<file path="src/rtl/and4_sweep_ctrl_if.sv">
// Handshake and result bundle between the sweep controller and the gate under test.
// master = controller side, slave = gate/host side.
interface and4_sweep_ctrl_if #(
    parameter int unsigned N_IN = 4
);
    logic            start;
    logic [N_IN-1:0] pat_o;
    logic            dut_f_i;
    logic            busy;
    logic            done;
    logic            pass;
    logic [N_IN:0]   err_cnt;
    logic [N_IN-1:0] fail_pat;

    modport master (
        input  start,
        input  dut_f_i,
        output pat_o,
        output busy,
        output done,
        output pass,
        output err_cnt,
        output fail_pat
    );

    modport slave (
        output start,
        output dut_f_i,
        input  pat_o,
        input  busy,
        input  done,
        input  pass,
        input  err_cnt,
        input  fail_pat
    );
endinterface

</file>
<file path="src/rtl/and4_sweep_ctrl.sv">
// Exhaustive self-checking sweep sequencer for an N_IN-input AND gate.
// Optional macro SWEEP_GRAY_EN: drive the Gray code of the pattern index instead of binary.
module and4_sweep_ctrl #(
    parameter int unsigned N_IN        = 4,
    parameter int unsigned HOLD_CYCLES = 5
) (
    input  logic               clk,
    input  logic               rst_n,
    and4_sweep_ctrl_if.master  bus
);

    typedef enum logic [1:0] {
        StIdle,
        StRun,
        StDone
    } state_e;

    localparam logic [7:0]      HoldLast = 8'(HOLD_CYCLES - 1);
    localparam logic [N_IN-1:0] IdxOne   = {{(N_IN-1){1'b0}}, 1'b1};
    localparam logic [N_IN:0]   ErrOne   = {{N_IN{1'b0}}, 1'b1};

    state_e          state_q, state_d;
    logic [N_IN-1:0] idx_q, idx_d;
    logic [7:0]      hold_q, hold_d;
    logic [N_IN:0]   err_q, err_d;
    logic [N_IN-1:0] fail_q, fail_d;
    logic            first_q, first_d;
    logic            pass_q, pass_d;

    logic [N_IN-1:0] pat;
    logic            sample;
    logic            mismatch;
    logic [N_IN:0]   err_next;

    always_comb begin
`ifdef SWEEP_GRAY_EN
        pat = idx_q ^ (idx_q >> 1);
`else
        pat = idx_q;
`endif
    end

    assign sample   = (state_q == StRun) && (hold_q == HoldLast);
    assign mismatch = sample && (bus.dut_f_i != (&pat));
    assign err_next = mismatch ? (err_q + ErrOne) : err_q;

    always_comb begin
        state_d = state_q;
        idx_d   = idx_q;
        hold_d  = hold_q;
        err_d   = err_q;
        fail_d  = fail_q;
        first_d = first_q;
        pass_d  = pass_q;

        unique case (state_q)
            StIdle, StDone: begin
                if (bus.start) begin
                    state_d = StRun;
                    idx_d   = '0;
                    hold_d  = '0;
                    err_d   = '0;
                    fail_d  = '0;
                    first_d = 1'b0;
                    pass_d  = 1'b0;
                end
            end
            StRun: begin
                if (sample) begin
                    hold_d = '0;
                    err_d  = err_next;
                    // Only the first mismatching pattern is latched.
                    if (mismatch && !first_q) begin
                        fail_d  = pat;
                        first_d = 1'b1;
                    end
                    if (idx_q == '1) begin
                        state_d = StDone;
                        idx_d   = '0;
                        pass_d  = (err_next == '0);
                    end else begin
                        idx_d = idx_q + IdxOne;
                    end
                end else begin
                    hold_d = hold_q + 8'd1;
                end
            end
            default: state_d = StIdle;
        endcase
    end

    always_ff @(posedge clk or negedge rst_n) begin
        if (!rst_n) begin
            state_q <= StIdle;
            idx_q   <= '0;
            hold_q  <= '0;
            err_q   <= '0;
            fail_q  <= '0;
            first_q <= 1'b0;
            pass_q  <= 1'b0;
        end else begin
            state_q <= state_d;
            idx_q   <= idx_d;
            hold_q  <= hold_d;
            err_q   <= err_d;
            fail_q  <= fail_d;
            first_q <= first_d;
            pass_q  <= pass_d;
        end
    end

    // Outputs decode straight from state so reset clears them without an extra cycle.
    assign bus.pat_o    = (state_q == StRun) ? pat : '0;
    assign bus.busy     = (state_q == StRun);
    assign bus.done     = (state_q == StDone);
    assign bus.pass     = pass_q;
    assign bus.err_cnt  = err_q;
    assign bus.fail_pat = fail_q;

endmodule

</file>
<file path="src/flat_wrapper.sv">
// flat-port wrapper written by rule: the top's interface ports become plain ports
module and4_sweep_ctrl_flat 
#(
    parameter int unsigned N_IN        = 4,
    parameter int unsigned HOLD_CYCLES = 5
)
  (clk, rst_n, bus_start, bus_dut_f_i, bus_pat_o, bus_busy, bus_done, bus_pass, bus_err_cnt, bus_fail_pat);
  and4_sweep_ctrl_if #(.N_IN(N_IN)) bus_i ();
  input  logic clk;
  input  logic rst_n;
  input wire logic [$bits(bus_i.start)-1:0] bus_start;
  input wire logic [$bits(bus_i.dut_f_i)-1:0] bus_dut_f_i;
  output wire logic [$bits(bus_i.pat_o)-1:0] bus_pat_o;
  output wire logic [$bits(bus_i.busy)-1:0] bus_busy;
  output wire logic [$bits(bus_i.done)-1:0] bus_done;
  output wire logic [$bits(bus_i.pass)-1:0] bus_pass;
  output wire logic [$bits(bus_i.err_cnt)-1:0] bus_err_cnt;
  output wire logic [$bits(bus_i.fail_pat)-1:0] bus_fail_pat;
  assign bus_i.start = bus_start;
  assign bus_i.dut_f_i = bus_dut_f_i;
  assign bus_pat_o = bus_i.pat_o;
  assign bus_busy = bus_i.busy;
  assign bus_done = bus_i.done;
  assign bus_pass = bus_i.pass;
  assign bus_err_cnt = bus_i.err_cnt;
  assign bus_fail_pat = bus_i.fail_pat;
  and4_sweep_ctrl #(.N_IN(N_IN), .HOLD_CYCLES(HOLD_CYCLES)) u_core (.clk(clk), .rst_n(rst_n), .bus(bus_i));
endmodule
</file>
<file path="config.mk">
export PLATFORM = sky130hd
export DESIGN_NAME = and4_sweep_ctrl_flat
export DESIGN_NICKNAME = d
export VERILOG_FILES = /design/src/rtl/and4_sweep_ctrl_if.sv /design/src/rtl/and4_sweep_ctrl.sv /design/src/flat_wrapper.sv
export SDC_FILE = /design/constraint.sdc
export NUM_CORES = 1
export LEC_CHECK = 0
export CELL_PAD_IN_SITES_DETAIL_PLACEMENT = 0
export CELL_PAD_IN_SITES_GLOBAL_PLACEMENT = 1
export CORE_MARGIN = 3
export CORE_UTILIZATION = 35
export DETAILED_ROUTE_END_ITERATION = 8
export HOLD_SLACK_MARGIN = 0.05
export PLACE_DENSITY = 0.78
export SYNTH_ARGS = -nofsm -noshare
export SYNTH_HDL_FRONTEND = slang
export SYNTH_SLANG_ARGS = --single-unit
export TNS_END_PERCENT = 10
</file>
<file path="constraint.sdc">
create_clock -name clk -period 2.1 [get_ports clk]
set_input_delay 0.315 -clock clk [delete_from_list [all_inputs] [get_ports clk]]
set_output_delay 0.315 -clock clk [all_outputs]
set_load 0.005 [all_outputs]
</file>
==> impl_metrics.env, run 1 <==
export IMPL_power_density_mw_per_mm2=485
export IMPL_clock_sinks=25
export IMPL_maxCapViolations=0
export IMPL_timing_hold_ws_ps=403
export IMPL_wl_per_cell_um=13.1
export IMPL_r2r_start="u_core.hold_q[1]"
export IMPL_crit_arrival_ps=1700
export IMPL_synthCells=146
export IMPL_cts_buffers_inserted=3
export IMPL_clk_latency_ps=270
export IMPL_fin_worst_skew_ps=5.86
export IMPL_htree_num_levels=1
export IMPL_finalCritPeriodShare_pct=95.9
export IMPL_area_growth_pct=25.1
export IMPL_regArea_um2=626
export IMPL_grt_pass1_vias=1140
export IMPL_vias=1138
export IMPL_postCtsHoldBufs=0
export IMPL_peakVddDrop_v=0.000245
export IMPL_p_total_uw=809
export IMPL_setup_tns_ps=0
export IMPL_end_kind="output pin"
export IMPL_status="complete, no violations"
export IMPL_finalHoldViolCount=0
export IMPL_top_usage_layer="met2"
export IMPL_grt_use_total_pct=14.9
export IMPL_remaining_drc_errors=0
export IMPL_slew_viol_final=0
export IMPL_worst_path_max_fanout=6
export IMPL_min_delay_path_class="in2async"
export IMPL_final_cells=218
export IMPL_vias_per_cell=5.22
export IMPL_grt_max_degree=26
export IMPL_ios=20
export IMPL_fin_area_mm2=0.00167
export IMPL_critical_path_startpoint="u_core.state_q[1]"
export IMPL_tritoncts="done"
export IMPL_slew_headroom_pct=72.0
export IMPL_place_inst=214
export IMPL_cts_root_buf="clkbuf_8"
export IMPL_dp_slack_ps=16.9
export IMPL_p_leak_nw=0.749
export IMPL_initial_core_util_pct=38.1
export IMPL_nNetsFinal=181
export IMPL_synthArstFlopShare_pct=100
export IMPL_ys_warn_count=0
export IMPL_use_met2_pct=24.8
export IMPL_yosysSeqAreaShare_pct=46.9
export IMPL_n_antenna_cell=0
export IMPL_cp_required_ps=1780
export IMPL_use_met1_pct=18.9
export IMPL_hpwl_mm=2.16
export IMPL_postRouteAntennaNets=0
export IMPL_synth_nets=154
export IMPL_dpl_cell_area_mm2=0.00162
export IMPL_grt_pass1_wl_mm=5.15
export IMPL_ys_flop_type="dfrtp_1"
export IMPL_period_minus_slack_ps=2010
export IMPL_die_h_um=67.7
export IMPL_setup_viol=0
export IMPL_antenna_found_initial=0
export IMPL_dieArea_mm2=0.00458
export IMPL_core_area_mm2=0.00349
export IMPL_place_gp_congestion=0.863
export IMPL_synth_edf_count=0
export IMPL_drive_above_1_share_pct=9.88
export IMPL_multiInputGateArea_um2=657
export IMPL_cp_start_kind="flop"
export IMPL_portBuffers=19
export IMPL_fillCellCount=345
export IMPL_synth_seq_cells=25
export IMPL_row_count=21
export IMPL_grt_ovfl_total=0
export IMPL_fin_ws_ps=86.9
export IMPL_dr_pass1_iters=4
export IMPL_clk_pin_slew_ps=80
export IMPL_routed_wl_mm=2.86
export IMPL_worstMarginPinSlew_ps=418
export IMPL_worstSetupPathType="reg2out"
export IMPL_cts_path_max_buffers=2
export IMPL_die_w_um=67.7
export IMPL_synth_area_mm2=0.00133
export IMPL_synth_avg_cell_area_um2=9.13
export IMPL_max_freq_ghz=0.497
export IMPL_drt_iter0_drc=72
export IMPL_ys_types=37
export IMPL_final_util_pct=47.7
export IMPL_grt_setup_unrepaired="false"
export IMPL_use_met3_pct=2.16
[critical path, stage by stage (launching register included)]
cell	delay, ps
dfrtp_1	380
nand2b_1	250
inv_2	160
nand2_1	80
inv_1	60
clkdlybuf4s50_1	490
[per-layer routing]
layer | vias up | share of wire [%]
met3 | 5 | 3.1
li1 | 561 | -
met1 | 557 | 46
met5 | - | 0
met2 | 15 | 49
met4 | 0 | 2.0
[final timing paths]
kind                       slack (ps)          endpoint  cells after the start
setup reg to reg                  100   u_core.bus.pass                      8
hold / removal                    400   u_core.bus.pass                      2
min in group clk                  510  u_core.hold_q[7]                      1
setup / recovery                   90      bus_pat_o[2]                      5
hold reg to reg                   510  u_core.hold_q[7]                      1
max in group asynchronous        1450  u_core.hold_q[4]                      2
[repair_timing]
item / 4_1_cts / 5_1_grt
buffers inserted: 0 / 0
gates resized for setup: 0 / 2
setup endpoints to repair: 0 / 10
[final cells by class]
type                    instances  share of cell area, %
clock buffers                   3                   2.48
clock inverters                 1                  0.300
inverters                      10                   2.25
multi-input cells             107                   39.4
flip-flops and latches         25                   37.5
well taps                      46                   3.45
repair buffers                 26                   14.6
[cell usage in the layout (no fill, tap or decap), types with 2 or more instances in the layout]
cell type	count
nor2b_1	2
nor2_1	13
o21ai_0	16
nand4_1	3
mux2i_1	4
nand2b_1	2
buf_4	7
clkbuf_8	3
nand3_1	9
inv_1	9
o31ai_1	2
clkdlybuf4s50_1	19
nor3_1	2
dfrtp_1	25
ha_1	4
xor2_1	2
xnor2_1	4
a21o_1	3
o21ai_1	2
nand2_1	19
[kinds of logic after synthesis]
group / share of synthesized area (%)
AOI/OAI and AO/OA: 14.3
xor gates and xnor gates: 3.94
adders and majority gates: 3.76
buffers and inverters: 3.94
DFF: 46.9
muxes: 3.00
and+or+nand+nor: 24.1
[synth_stat cells, types with 3 or more instances]
| master | number | area share (%) |
|---|---|---|
| a21o_1 | 3 | 1.7 |
| clkbuf_1 | 4 | 1.1 |
| dfrtp_1 | 25 | 47 |
| ha_1 | 4 | 3.8 |
| inv_1 | 10 | 2.8 |
| mux2i_1 | 4 | 3.0 |
| nand2_1 | 20 | 5.6 |
| nand3_1 | 9 | 3.4 |
| nand4_1 | 3 | 1.4 |
| nor2_1 | 13 | 3.7 |
| o21ai_0 | 16 | 6.0 |
| xnor2_1 | 4 | 2.6 |
[state kept, by name, summed over array words and instances, names as in the netlist]
register	cells
u_core.bus.pass	1
u_core.state_q	2
u_core.hold_q	8
u_core.bus.err_cnt	5
u_core.first_q	1
u_core.bus.fail_pat	4
u_core.idx_q	4
[where the power goes]
group          switching, mW  total (mW)  leakage (nW)  internal, mW
logic                 0.0211      0.0368         0.395        0.0157
registers            0.00148       0.484         0.328         0.483
clock network          0.155       0.288        0.0255         0.133
Note: power is estimated with default switching activity, not from simulation.
==> run 2, diff against run 1 <==
Settings changed: SLEW_MARGIN set to 10, TNS_END_PERCENT 10 to unset.
==> results of run 2 <==
No change in the layout: final DEF, timing and power equal those of run 1.
==> run 3, diff against run 2 <==
Settings changed: CORE_MARGIN 3 to 2.
==> run 3 against run 2 <==
Effect of this change:
- clock skew grew 3.4 ps
- clock power hardly changed
- combinational power rose by 4%
- sequential power barely moved
- total power increased by 0.58%
- first-iteration DRC count shrank 31%
- die area shrank 5.8%
- critical endpoint is now u_core.bus.pass
==> impl_metrics.env, run 3 (synthesis results as in run 1) <==
export IMPL_status="complete, no violations"
export IMPL_finalHoldViolCount=0
export IMPL_cts_root_buf="clkbuf_8"
export IMPL_row_count=22
export IMPL_place_gp_congestion=0.831
export IMPL_tritoncts="done"
export IMPL_dr_pass1_iters=4
export IMPL_wl_per_cell_um=12.6
export IMPL_routed_wl_mm=2.78
export IMPL_crit_path_cell_trace="inv_1, ha_1, or4b_4, nor3_4, nand3_1, nor3b_1, a2bb2oi_1"
export IMPL_final_cell_mix="dfrtp_1 (25), nand2_1 (19), clkdlybuf4s50_1 (19)"
export IMPL_slew_viol_final=0
export IMPL_crit_arrival_ps=2150
export IMPL_final_util_pct=45.8
export IMPL_antenna_found_initial=0
export IMPL_postRouteAntennaNets=0
export IMPL_maxCapViolations=0
export IMPL_largest_reg_flops=8
export IMPL_setup_tns_ps=0
export IMPL_clock_sinks=25
export IMPL_nNetsFinal=181
export IMPL_peakVddDrop_v=0.000360
export IMPL_portBuffers=19
export IMPL_slew_headroom_pct=72.1
export IMPL_fin_worst_skew_ps=9.23
export IMPL_remaining_drc_errors=0
export IMPL_core_area_mm2=0.00366
export IMPL_finalCritPeriodShare_pct=95.2
export IMPL_vias_per_cell=5.13
export IMPL_period_minus_slack_ps=2000
export IMPL_die_h_um=65.7
export IMPL_worstMarginPinSlew_ps=408
export IMPL_htree_num_levels=1
export IMPL_n_antenna_cell=0
export IMPL_drt_iter0_drc=50
export IMPL_die_w_um=65.7
export IMPL_end_kind="flop"
export IMPL_cts_buffers_inserted=3
export IMPL_grt_pass1_vias=1112
export IMPL_grt_max_degree=26
export IMPL_grt_ovfl_total=0
export IMPL_dieArea_mm2=0.00432
export IMPL_clk_latency_ps=270
export IMPL_max_freq_ghz=0.500
export IMPL_final_common_cell="dfrtp_1"
export IMPL_drive_above_1_share_pct=10.5
export IMPL_cts_path_max_buffers=2
export IMPL_crit_slowest_cell="or4b_4"
export IMPL_area_growth_pct=25.9
export IMPL_clk_pin_slew_ps=90
export IMPL_p_leak_nw=0.746
export IMPL_regArea_um2=626
export IMPL_grt_setup_unrepaired="true"
export IMPL_worstSetupPathType="reg2reg"
export IMPL_cp_required_ps=2250
export IMPL_top_register="u_core.hold_q"
export IMPL_p_total_uw=814
export IMPL_cp_start_kind="flop"
export IMPL_crit_path_max_incr_delay_ps=500
export IMPL_grt_pass1_wl_mm=4.93
export IMPL_grt_use_total_pct=14.5
export IMPL_vias=1129
export IMPL_r2r_start="u_core.hold_q[1]"
export IMPL_setup_viol=0
export IMPL_critical_path_startpoint="u_core.hold_q[1]"
export IMPL_worst_path_max_fanout=5
export IMPL_multiInputGateArea_um2=663
export IMPL_ios=20
export IMPL_fillCellCount=351
export IMPL_power_density_mw_per_mm2=485
export IMPL_hpwl_mm=2.10
export IMPL_initial_core_util_pct=36.4
export IMPL_min_delay_path_class="in2async"
## run 3: changes by cell type in the layout (fill, tap and decap cells not counted)
cell        delta
clkinvlp_4     +1
nor4_1         -1
clkinv_2       -1
nor4_2         +1
## run 3: timing repair
item                                    in CTS  in global routing
resized for setup                            1                  2
hold endpoints to repair                     0                  0
hold buffers                                 0                  0
endpoints found under the setup margin       1                  9
setup buffers                                0                  1
## run 3: critical path, delay by kind of cell, from the launching register on
family          cells  cell delay, ps
compound gates      1             150
fa+ha+maj           1             120
buf+inv             1              70
flops               1             420
simple gates        4            1130
## run 3: final cells by class
type                            instances  share of cell area (%)
Clock inverter                          1                   0.447
Tap cell                               48                    3.58
Timing Repair Buffer                   26                    14.5
Inverter                               10                    2.24
Multi-Input combinational cell        107                    39.5
Clock buffer                            3                    2.46
Sequential cell                        25                    37.3
## run 3: path summary, 6_finish.rpt
check                                   endpoint  slack, ps  cells after the start
max                              u_core.bus.pass        100                      7
min                        u_core.bus.err_cnt[1]        400                      2
max reg2reg                      u_core.bus.pass        100                      7
min reg2reg                     u_core.hold_q[7]        500                      1
max in group asynchronous       u_core.hold_q[4]       1450                      2
min in group clk                u_core.hold_q[7]        500                      1
## run 3: stage by stage
stage                     hold slack [ps]  instance area [um2]  setup slack, ps  cells
after floorplan                      19.4                 1330              211    146
after global placement                485                 1610              122    215
after detailed placement              483                 1610             17.0    215
after CTS                             404                 1670             15.3    219
after global routing                  418                 1680            -41.9    220
final                                 400                 1680              101    220
## run 3: power by group
group	internal (mW)	leakage [nW]	switching, mW
registers	0.483	0.328	0.00154
logic	0.0168	0.396	0.0213
clock network	0.134	0.0217	0.157
total	0.634	0.746	0.180
## run 3: layer usage
metal | part of all wire (%) | GRT usage (%) | vias to the layer above
li1 | - | - | 562
met1 | 48 | 18.7 | 541
met2 | 47 | 25.0 | 22
met3 | 3.9 | 3.60 | 4
met4 | 0.68 | 2.34 | 0
met5 | 0 | 0 | -
